File: config.mk
export PLATFORM = sky130hd
export DESIGN_NAME = dino_game_state_engine
export DESIGN_NICKNAME = d
export VERILOG_FILES = /design/src/rtl/dino_game_state_engine_pkg.sv /design/src/rtl/dino_game_state_engine_rise_edge.sv /design/src/rtl/dino_game_state_engine.sv
export SDC_FILE = /design/constraint.sdc
export NUM_CORES = 1
export LEC_CHECK = 0
export BUFFER_PORTS_ARGS = -buffer_cell sky130_fd_sc_hd__buf_2
export CAP_MARGIN = 10
export CORE_ASPECT_RATIO = 2
export CORE_MARGIN = 3
export CORE_UTILIZATION = 35
export DETAILED_ROUTE_END_ITERATION = 6
export MAX_ROUTING_LAYER = met4
export SLEW_MARGIN = 0
export SYNTH_ARGS = -nofsm -noshare
export SYNTH_HDL_FRONTEND = slang
export SYNTH_HIERARCHICAL = 1
export SYNTH_SLANG_ARGS = --single-unit
export TNS_END_PERCENT = 30
File: constraint.sdc
create_clock -name clk -period 3.2 [get_ports clk]
set_input_delay 0 -clock clk [delete_from_list [all_inputs] [get_ports clk]]
set_output_delay 0 -clock clk [all_outputs]
set_load 0.02 [all_outputs]
File: src/rtl/dino_game_state_engine_pkg.sv
// Shared definitions for the dino game state engine.
//   game_state_e : 2-bit FSM encoding (idle, running, paused, game over)
//   Def*         : default geometry/physics constants, also used by the display controller
//   sat_sub      : 12-bit subtraction clamped at zero
package dino_game_state_engine_pkg;

  typedef enum logic [1:0] {
    StIdle   = 2'd0,
    StRun    = 2'd1,
    StPaused = 2'd2,
    StOver   = 2'd3
  } game_state_e;

  localparam int unsigned DefDinoX      = 100;
  localparam int unsigned DefGroundY    = 320;
  localparam int unsigned DefObstStartX = 680;
  localparam int unsigned DefJumpV      = 14;
  localparam int unsigned DefGravity    = 1;
  localparam int unsigned DefSpeedInit  = 4;
  localparam int unsigned DefSpeedMax   = 12;
  localparam int unsigned DefSpeedStep  = 5;

  function automatic logic [11:0] sat_sub(input logic [11:0] a, input logic [11:0] b);
    return (a > b) ? (a - b) : 12'd0;
  endfunction

endpackage

File: src/rtl/dino_game_state_engine_rise_edge.sv
// Rising-edge detector: one register plus AND-NOT, giving a 1-clk pulse on each 0->1 transition.
//   clk   : system clock
//   reset : synchronous active-low reset
//   sig   : level input
//   pulse : high for one clk when sig rises
module dino_game_state_engine_rise_edge (
  input  logic clk,
  input  logic reset,
  input  logic sig,
  output logic pulse
);

  logic sig_q;

  always_ff @(posedge clk) begin
    if (!reset) begin
      sig_q <= 1'b0;
    end else begin
      sig_q <= sig;
    end
  end

  assign pulse = sig & ~sig_q;

endmodule

File: src/rtl/dino_game_state_engine.sv
// Game-state producer for the VGA display path. Advances once per video frame (rising edge of
// screen_ready) and produces dino/obstacle coordinates, score, pause and game_over flags.
//   clk, reset          : clock, synchronous active-low reset
//   screen_ready        : frame-boundary level from display
//   collision_detected  : dino/obstacle overlap from display
//   jump_btn, pause_btn : debounced buttons
//   x_coor, y_coor      : dino left / bottom edge
//   x_coor_obstacle     : obstacle left edge
//   y_coor_obstacle     : obstacle bottom edge (constant ground level)
//   game_over, pause    : state flags for the display overlay
//   score               : obstacles cleared this run (saturating)
module dino_game_state_engine
  import dino_game_state_engine_pkg::*;
#(
  parameter int unsigned DINO_X       = DefDinoX,
  parameter int unsigned GROUND_Y     = DefGroundY,
  parameter int unsigned OBST_START_X = DefObstStartX,
  parameter int unsigned JUMP_V       = DefJumpV,
  parameter int unsigned GRAVITY      = DefGravity,
  parameter int unsigned SPEED_INIT   = DefSpeedInit,
  parameter int unsigned SPEED_MAX    = DefSpeedMax,
  parameter int unsigned SPEED_STEP   = DefSpeedStep
) (
  input  logic        clk,
  input  logic        reset,
  input  logic        screen_ready,
  input  logic        collision_detected,
  input  logic        jump_btn,
  input  logic        pause_btn,
  output logic [31:0] x_coor,
  output logic [31:0] y_coor,
  output logic [31:0] x_coor_obstacle,
  output logic [31:0] y_coor_obstacle,
  output logic        game_over,
  output logic        pause,
  output logic [15:0] score
);

  localparam logic [11:0] DinoX      = 12'(DINO_X);
  localparam logic [11:0] GroundY    = 12'(GROUND_Y);
  localparam logic [11:0] ObstStartX = 12'(OBST_START_X);
  localparam logic [11:0] JumpV12    = 12'(JUMP_V);
  localparam logic [7:0]  JumpV      = 8'(JUMP_V);
  localparam logic [7:0]  Gravity    = 8'(GRAVITY);
  localparam logic [7:0]  SpeedInit  = 8'(SPEED_INIT);
  localparam logic [7:0]  SpeedMax   = 8'(SPEED_MAX);
  localparam logic [15:0] StepLast   = 16'(SPEED_STEP - 1);

  logic tick, jump_e, pause_e;

  dino_game_state_engine_rise_edge u_tick_edge (
    .clk   (clk),
    .reset (reset),
    .sig   (screen_ready),
    .pulse (tick)
  );

  dino_game_state_engine_rise_edge u_jump_edge (
    .clk   (clk),
    .reset (reset),
    .sig   (jump_btn),
    .pulse (jump_e)
  );

  dino_game_state_engine_rise_edge u_pause_edge (
    .clk   (clk),
    .reset (reset),
    .sig   (pause_btn),
    .pulse (pause_e)
  );

  game_state_e       state_q, state_d;
  logic [11:0]       y_q, y_d;
  logic signed [7:0] vel_q, vel_d;
  logic              jump_latched_q, jump_latched_d;
  logic [11:0]       obst_q, obst_d;
  logic [7:0]        speed_q, speed_d;
  logic [15:0]       score_q, score_d;
  // Counts wraps since the last speed increment; avoids a modulo on the score.
  logic [15:0]       step_q, step_d;
  logic              game_over_q, game_over_d;
  logic              pause_q, pause_d;

  logic signed [13:0] y_sum;
  logic               grounded;
  logic               jump_go;

  always_comb begin
    state_d        = state_q;
    y_d            = y_q;
    vel_d          = vel_q;
    jump_latched_d = jump_latched_q;
    obst_d         = obst_q;
    speed_d        = speed_q;
    score_d        = score_q;
    step_d         = step_q;

    y_sum    = $signed({2'b00, y_q}) + $signed({{6{vel_q[7]}}, vel_q});
    grounded = (y_q == GroundY) && (vel_q == 8'sd0);
    // A press in the same clk as the tick counts for that tick.
    jump_go  = jump_latched_q | jump_e;

    case (state_q)
      StIdle: begin
        if (jump_e) state_d = StRun;
      end

      StRun: begin
        if (jump_e) jump_latched_d = 1'b1;
        if (tick && collision_detected) begin
          state_d = StOver;
        end else if (pause_e) begin
          state_d = StPaused;
        end else if (tick) begin
          jump_latched_d = 1'b0;

          if (grounded) begin
            if (jump_go) begin
              vel_d = $signed(8'd0 - JumpV);
              y_d   = sat_sub(y_q, JumpV12);
            end
          end else if (y_sum >= $signed({2'b00, GroundY})) begin
            y_d   = GroundY;
            vel_d = 8'sd0;
          end else begin
            y_d   = y_sum[13] ? 12'd0 : y_sum[11:0];
            vel_d = vel_q + $signed(Gravity);
          end

          if (obst_q < {4'b0000, speed_q}) begin
            obst_d = ObstStartX;
            if (score_q != 16'hFFFF) begin
              score_d = score_q + 16'd1;
              if (step_q == StepLast) begin
                step_d = 16'd0;
                if (speed_q < SpeedMax) speed_d = speed_q + 8'd1;
              end else begin
                step_d = step_q + 16'd1;
              end
            end
          end else begin
            obst_d = obst_q - {4'b0000, speed_q};
          end
        end
      end

      StPaused: begin
        if (pause_e) state_d = StRun;
      end

      StOver: begin
        if (jump_e) begin
          state_d        = StRun;
          y_d            = GroundY;
          vel_d          = 8'sd0;
          jump_latched_d = 1'b0;
          obst_d         = ObstStartX;
          speed_d        = SpeedInit;
          score_d        = 16'd0;
          step_d         = 16'd0;
        end
      end

      default: state_d = StIdle;
    endcase

    game_over_d = (state_d == StOver);
    pause_d     = (state_d == StPaused);
  end

  always_ff @(posedge clk) begin
    if (!reset) begin
      state_q        <= StIdle;
      y_q            <= GroundY;
      vel_q          <= 8'sd0;
      jump_latched_q <= 1'b0;
      obst_q         <= ObstStartX;
      speed_q        <= SpeedInit;
      score_q        <= 16'd0;
      step_q         <= 16'd0;
      game_over_q    <= 1'b0;
      pause_q        <= 1'b0;
    end else begin
      state_q        <= state_d;
      y_q            <= y_d;
      vel_q          <= vel_d;
      jump_latched_q <= jump_latched_d;
      obst_q         <= obst_d;
      speed_q        <= speed_d;
      score_q        <= score_d;
      step_q         <= step_d;
      game_over_q    <= game_over_d;
      pause_q        <= pause_d;
    end
  end

  assign x_coor          = {20'd0, DinoX};
  assign y_coor          = {20'd0, y_q};
  assign x_coor_obstacle = {20'd0, obst_q};
  assign y_coor_obstacle = {20'd0, GroundY};
  assign game_over       = game_over_q;
  assign pause           = pause_q;
  assign score           = score_q;

endmodule
# After elaboration in Yosys (flattened, before gate mapping)
# Cells that the tools add are included.
[word_totals] register_bits=80 latchBits=0 ramBits=0 romBits=0 in_bits=6 out_inout_bits=146 mem_count=0
[op_classes] add_sub_neg=7 mul=0 div_mod_pow=0 magnitude_cmp=4 n_eq_ne=17 n_shift=0 muxes=58 n_bitwise=7 n_reduce_logical=11
[ops] operator="2-to-1 mux 16 bit" count=12
[ops] operator="2-to-1 mux 12 bit" count=14
[ops] operator="2-to-1 mux 8 bit" count=15
[ops] operator="case mux 16 bit (2 select lines)" count=2
[ops] operator="case mux 12 bit (2 select lines)" count=2
[ops] operator="adder 16 x 1 -> 16 bit, second input constant" count=2
[ops] operator="case mux 8 bit (2 select lines)" count=2
[ops] operator="== test 16 x 3 -> 1 bit, second input constant" count=1
[ops] operator="!= test 16 bit, second input constant" count=1
[ops] operator="!= test 2 bit, second input constant" count=8
[ops] operator="adder 13 x 8 -> 14 bit" count=1
[ops] operator=">= comparator 14 x 10 -> 1 bit, second input constant" count=1
[ops] operator="== test 12 x 9 -> 1 bit, second input constant" count=1
[ops] operator="> comparator 12 x 4 -> 1 bit, second input constant" count=1
[ops] operator="< comparator 12 x 8 -> 1 bit" count=1
[ops] operator="subtractor 12 x 4 -> 12 bit, second input constant" count=1
[ops] operator="subtractor 12 x 8 -> 12 bit" count=1
[ops] operator="AND reduction 9 bit" count=1
[ops] operator="adder 8 x 1 -> 8 bit, second input constant" count=1
[ops] operator="adder 8 x 2 -> 8 bit, second input constant" count=1
[ops] operator="== test 2 bit, second input constant" count=4
[ops] operator="logical NOT 8 bit" count=1
[ops] operator="< comparator 8 x 4 -> 1 bit, second input constant" count=1
[ops] operator="2-to-1 mux 2 bit" count=4
[ops] operator="16 further kinds" count=25

# Logic depth before layout (Yosys ltp)
[depth] ltp_word=9 mapped_depth=14

# Cells and area by module
# Netlist, hierarchy kept.
[by_module_without_submodules] mod="dino_game_state_engine" n_inst=1 cells_each=683 area_per_inst_um2=5644.2 seq_area_each_um2=1541.5
[by_module_without_submodules] mod="dino_game_state_engine_rise_edge" n_inst=3 cells_each=3 area_per_inst_um2=40.0 seq_area_each_um2=20.0

# Worst setup path before layout
# OpenSTA, ideal clock, no wires.
[synth_path] path_type="register to register" from="register obst_q[0]" to="register speed_q[3]" arrival_time_ps=2800 required_time_ps=3142 slack_ps=342 path_stages_with_launch=13 n_path_buf=0 cell_sequence="dfxtp_1 inv_1 ha_1 inv_1 fa_1 a21oi_1 o21bai_2 a2111oi_4 o21bai_2 o41a_1 nor2_4 nor4b_2 o21a_1"
[synth_via] elab_chain_len=3
[synth_rtl] element="start: declaration" line="dino_game_state_engine.sv:76" source="logic [11:0] obst_q, obst_d;"
[synth_rtl] element="start signal: assignment" line="dino_game_state_engine.sv:177" source="obst_q <= ObstStartX;"
[synth_rtl] element="start signal: assignment" line="dino_game_state_engine.sv:188" source="obst_q <= obst_d;"
[synth_rtl] element="< comparator 12 x 8 -> 1 bit" line="dino_game_state_engine.sv:130" source="if (obst_q < {4'b0000, speed_q}) begin"
[synth_rtl] element="!= test 2 bit (no source line)"
[synth_rtl] element="AND reduction 9 bit (no source line)"
[synth_rtl] element="end signal: assignment" line="dino_game_state_engine.sv:178" source="speed_q <= SpeedInit;"
[synth_rtl] element="end signal: assignment" line="dino_game_state_engine.sv:189" source="speed_q <= speed_d;"
[synth_rtl] element="end: declaration" line="dino_game_state_engine.sv:77" source="logic [7:0] speed_q, speed_d;"
# No other way between the ends.
# A chain may end at the register's enable or synchronous reset.

# Final worst setup path
[layout_path] from="register vel_q[7]" to="register vel_q[5]"
[layout_via] elab_chain_len=8
[layout_rtl] element="start: declaration" line="dino_game_state_engine.sv:74" source="logic signed [7:0] vel_q, vel_d;"
[layout_rtl] element="start signal: assignment" line="dino_game_state_engine.sv:186" source="vel_q <= vel_d;"
[layout_rtl] element="adder 13 x 8 -> 14 bit" line="dino_game_state_engine.sv:98" source="y_sum = $signed({2'b00, y_q}) + $signed({{6{vel_q[7]}}, vel_q});"
[layout_rtl] element=">= comparator 14 x 10 -> 1 bit" line="dino_game_state_engine.sv:122" source="end else if (y_sum >= $signed({2'b00, GroundY})) begin"
[layout_rtl] element="2-to-1 mux 8 bit" line="dino_game_state_engine.sv:122"
[layout_rtl] element="2-to-1 mux 8 bit" line="dino_game_state_engine.sv:117" source="if (grounded) begin"
[layout_rtl] element="2-to-1 mux 8 bit" line="dino_game_state_engine.sv:114" source="end else if (tick) begin"
[layout_rtl] element="2-to-1 mux 8 bit" line="dino_game_state_engine.sv:112" source="end else if (pause_e) begin"
[layout_rtl] element="2-to-1 mux 8 bit" line="dino_game_state_engine.sv:110" source="if (tick && collision_detected) begin"
[layout_rtl] element="case mux 8 bit (2 select lines)" line="dino_game_state_engine.sv:103" source="case (state_q)"
# Several ways; a longest one is shown, not always the timed one. The select of a mux whose other input is x is not followed.

==> impl_metrics.toml <==
[clocking]
clock_sinks = 80
root_buffer = "clkbuf_16"
cts_buffer_depth = 2
cts_buffers = 9
clkSlewWorstSetupHoldPaths_ns = 0.07
htreeDepth = 3
cts_setup_buffers = 0
clk_latency_ns = 0.34
cts_tree = "yes"

[synth]
ys_ff_latch = 80
synth_cell_types = 79
postSynthAreaPerCell_um2 = 8.33
synthCells = 692
synth_area_leaders = "dfxtp_1 (28%), buf_4 (14%), ha_1 (6.7%)"
ys_dominant_reg_cell = "dfxtp_1"
ys_warn_count = 6
ys_seq_area_frac = 0.278
synth_top_area_cell = "dfxtp_1"
synth_top_area_frac = 0.278
synth_edf_count = 0
syn-cell-area_um2 = 5760
async_flop_share = 0

[routing]
ant_nets = 0
num_vias = 4801
vias_per_cell = 4.98
drtPass1Iterations = 4
wl_per_cell_um = 14.8
drc = 0
drt_iter0_drc = 158
drt_wl_total_um = 14300

[placement]
dp_hpwl_um = 11400
place_ws_ns = 0.0593
routabilityCongestion = 0.910
portBuffers = 47

[sta]
period_minus_slack_ns = 2.92
fmax_ghz = 0.342
slew_headroom = 0.415
rsz0062_at_grt = "false"
post-route-period-util = 0.914
worst_slew_pin_slew_ns = 0.856
maxSlewViolCount = 0
finalHoldWorstSlack_ns = 0.0138
hold_violations = 0
setup_tns_ns = 0
setup_viol = 0
fin_skew_ns = 0.0146
fin_ws_ns = 0.275

[setup_path]
startpoint_type = "flip-flop"
cpMaxStageDelayCell = "dfxtp_1"
critPathArrivalTime_ns = 3.19
worst-path-max-fanout = 11
crit_chain = "ha_1, nand2b_1, a222oi_1, o211ai_1, a2111o_1, a211o_4, o21bai_4, a41oi_1, o211ai_2"
cp-end-kind = "flip-flop"
rr_worst_depth = 9
path_class = "flip-flop to flip-flop"
required_ns = 3.47
max_stage_delay_ns = 0.54

[die]
start_util = 0.362
die_area_um2 = 18100
die_y_um = 187
rows = 65
pin_count = 152
die_w_um = 96.7
coreArea_um2 = 15900

[grt]
grt_usage = 0.160
grt_overflow = 0
grt_max_degree = 19
grt_pass1_wl_um = 23000
grt_pass1_vias = 4811
antenna_found_initial = 0

[cells_and_area]
mostFrequentLayoutCells = "conb_1 (104), dfxtp_1 (79), nor2_1 (58)"
final_util = 0.395
drive_gt1_frac = 0.171
layout_commonest_cell = "conb_1"
fin_nets = 798
syn_to_final_growth_pct = 9.23
diodes = 0

[min_path]
holdPathStages = 2
hp-class = "input pin to flip-flop"

[flow_run]
cap_violations = 0

[power]
peakVddDrop_mv = 0.241
powerDensity_nw_per_um2 = 535
leakage_nw = 2.67

[status]
outcome = "finished clean"
worst max-delay path: cells and delay by family, from the launching register on:
| kind | cells | cell delay (ns) |
|---|---|---|
| adder cells (fa/ha/maj) | 1 | 0.37 |
| AND/OR/NAND/NOR | 1 | 0.17 |
| AO/OA/AOI/OAI | 7 | 1.77 |
| flip-flops | 1 | 0.54 |
kinds of logic (layout without fill, tap and decap cells):
kind of cell / count (synthesis) / in the layout / synth area share
DFF: 80 / 80 / 0.278
buffers and inverters: 150 / 119 / 0.173
xor gates and xnor gates: 39 / 39 / 0.0593
other: 2 / 104 / 0.00130
and+or+nand+nor: 240 / 241 / 0.226
AOI/OAI and AO/OA: 147 / 147 / 0.187
adders and majority gates: 33 / 33 / 0.0742
muxes: 1 / 1 / 0.00174
state kept, by name, summed over array words and instances, names as in the netlist:
name and cells:
u_pause_edge/sig_q 1, pause 1, obst_q 12, speed_q 8, jump_latched_q 1, step_q 16, u_tick_edge/sig_q 1, u_jump_edge/sig_q 1
score 16, vel_q 8, y_q 12, state_q 2, game_over 1
cell type report:
class | instances | area (um2)
repair buffers | 75 | 453
clock buffers | 11 | 253
flip-flops and latches | 80 | 1600
inverters | 28 | 105
fillers | 1727 | 9640
clock inverters | 5 | 62.6
well taps | 201 | 251
multi-input cells | 565 | 3570
path summary, 6_finish.rpt:
| kind | startpoint | end | slack [ns] |
|---|---|---|---|
| worst max register to register | vel_q[7]$_SDFFE_PN0P_ | vel_q[5]$_SDFFE_PN0P_ | 0.28 |
| worst min-delay path | reset | speed_q[2]$_SDFFE_PN1P_ | 0.01 |
| worst max-delay path | vel_q[7]$_SDFFE_PN0P_ | vel_q[5]$_SDFFE_PN0P_ | 0.28 |
| worst min register to register | obst_q[2]$_SDFFE_PN0P_ | obst_q[2]$_SDFFE_PN0P_ | 0.48 |
per-layer routing:
| metal | vias up | wire (um) | track usage | part of all wire |
|---|---|---|---|---|
| met4 | 0 | 653 | 0.0990 | 0.046 |
| met2 | 142 | 8270 | 0.310 | 0.58 |
| met1 | 2246 | 4810 | 0.141 | 0.34 |
| met3 | 37 | 553 | 0.0235 | 0.039 |
| li1 | 2376 | - | - | - |
| met5 | - | 0 | - | 0 |
per-stage QoR:
step / instances / cell area [um2] / power (mW)
6_report: 965 / 6300 / 3.37
5_1_grt: 965 / 6300 / 3.57
4_1_cts: 964 / 6270 / 3.39
3_5_place_dp: 945 / 5930 / 2.29
3_3_place_gp: 945 / 5930 / 2.28
2_1_floorplan: 794 / 6150 / 2.10
repair_timing:
action	4_1_cts	5_1_grt
endpoints found under the hold margin	3	0
endpoints found under the setup margin	0	36
hold buffers	3	0
resized for setup	0	6
where the power goes:
group / switching, mW / total (mW) / leakage (nW) / internal [mW]
Combinational: 0.744 / 1.15 / 1.88 / 0.404
Sequential: 0.0688 / 1.13 / 0.647 / 1.06
Clock: 0.436 / 1.09 / 0.148 / 0.651
Yosys cell counts, types with 6 or more instances:
library cell  count
nor2_1           58
a21o_1            8
inv_1            28
nand4_1          13
o21a_1            7
nor3_1           16
clkbuf_1          8
and2_1           12
nand3_1          24
ha_1             31
xnor2_1          17
nand2_1          50
a21oi_1          39
a41oi_1           7
nand2b_1          6
buf_4           107
nor4_1            9
xor2_1           22
o21ai_0          23
and3_1           11
dfxtp_1          80
Note: power is estimated with default switching activity, not from simulation.
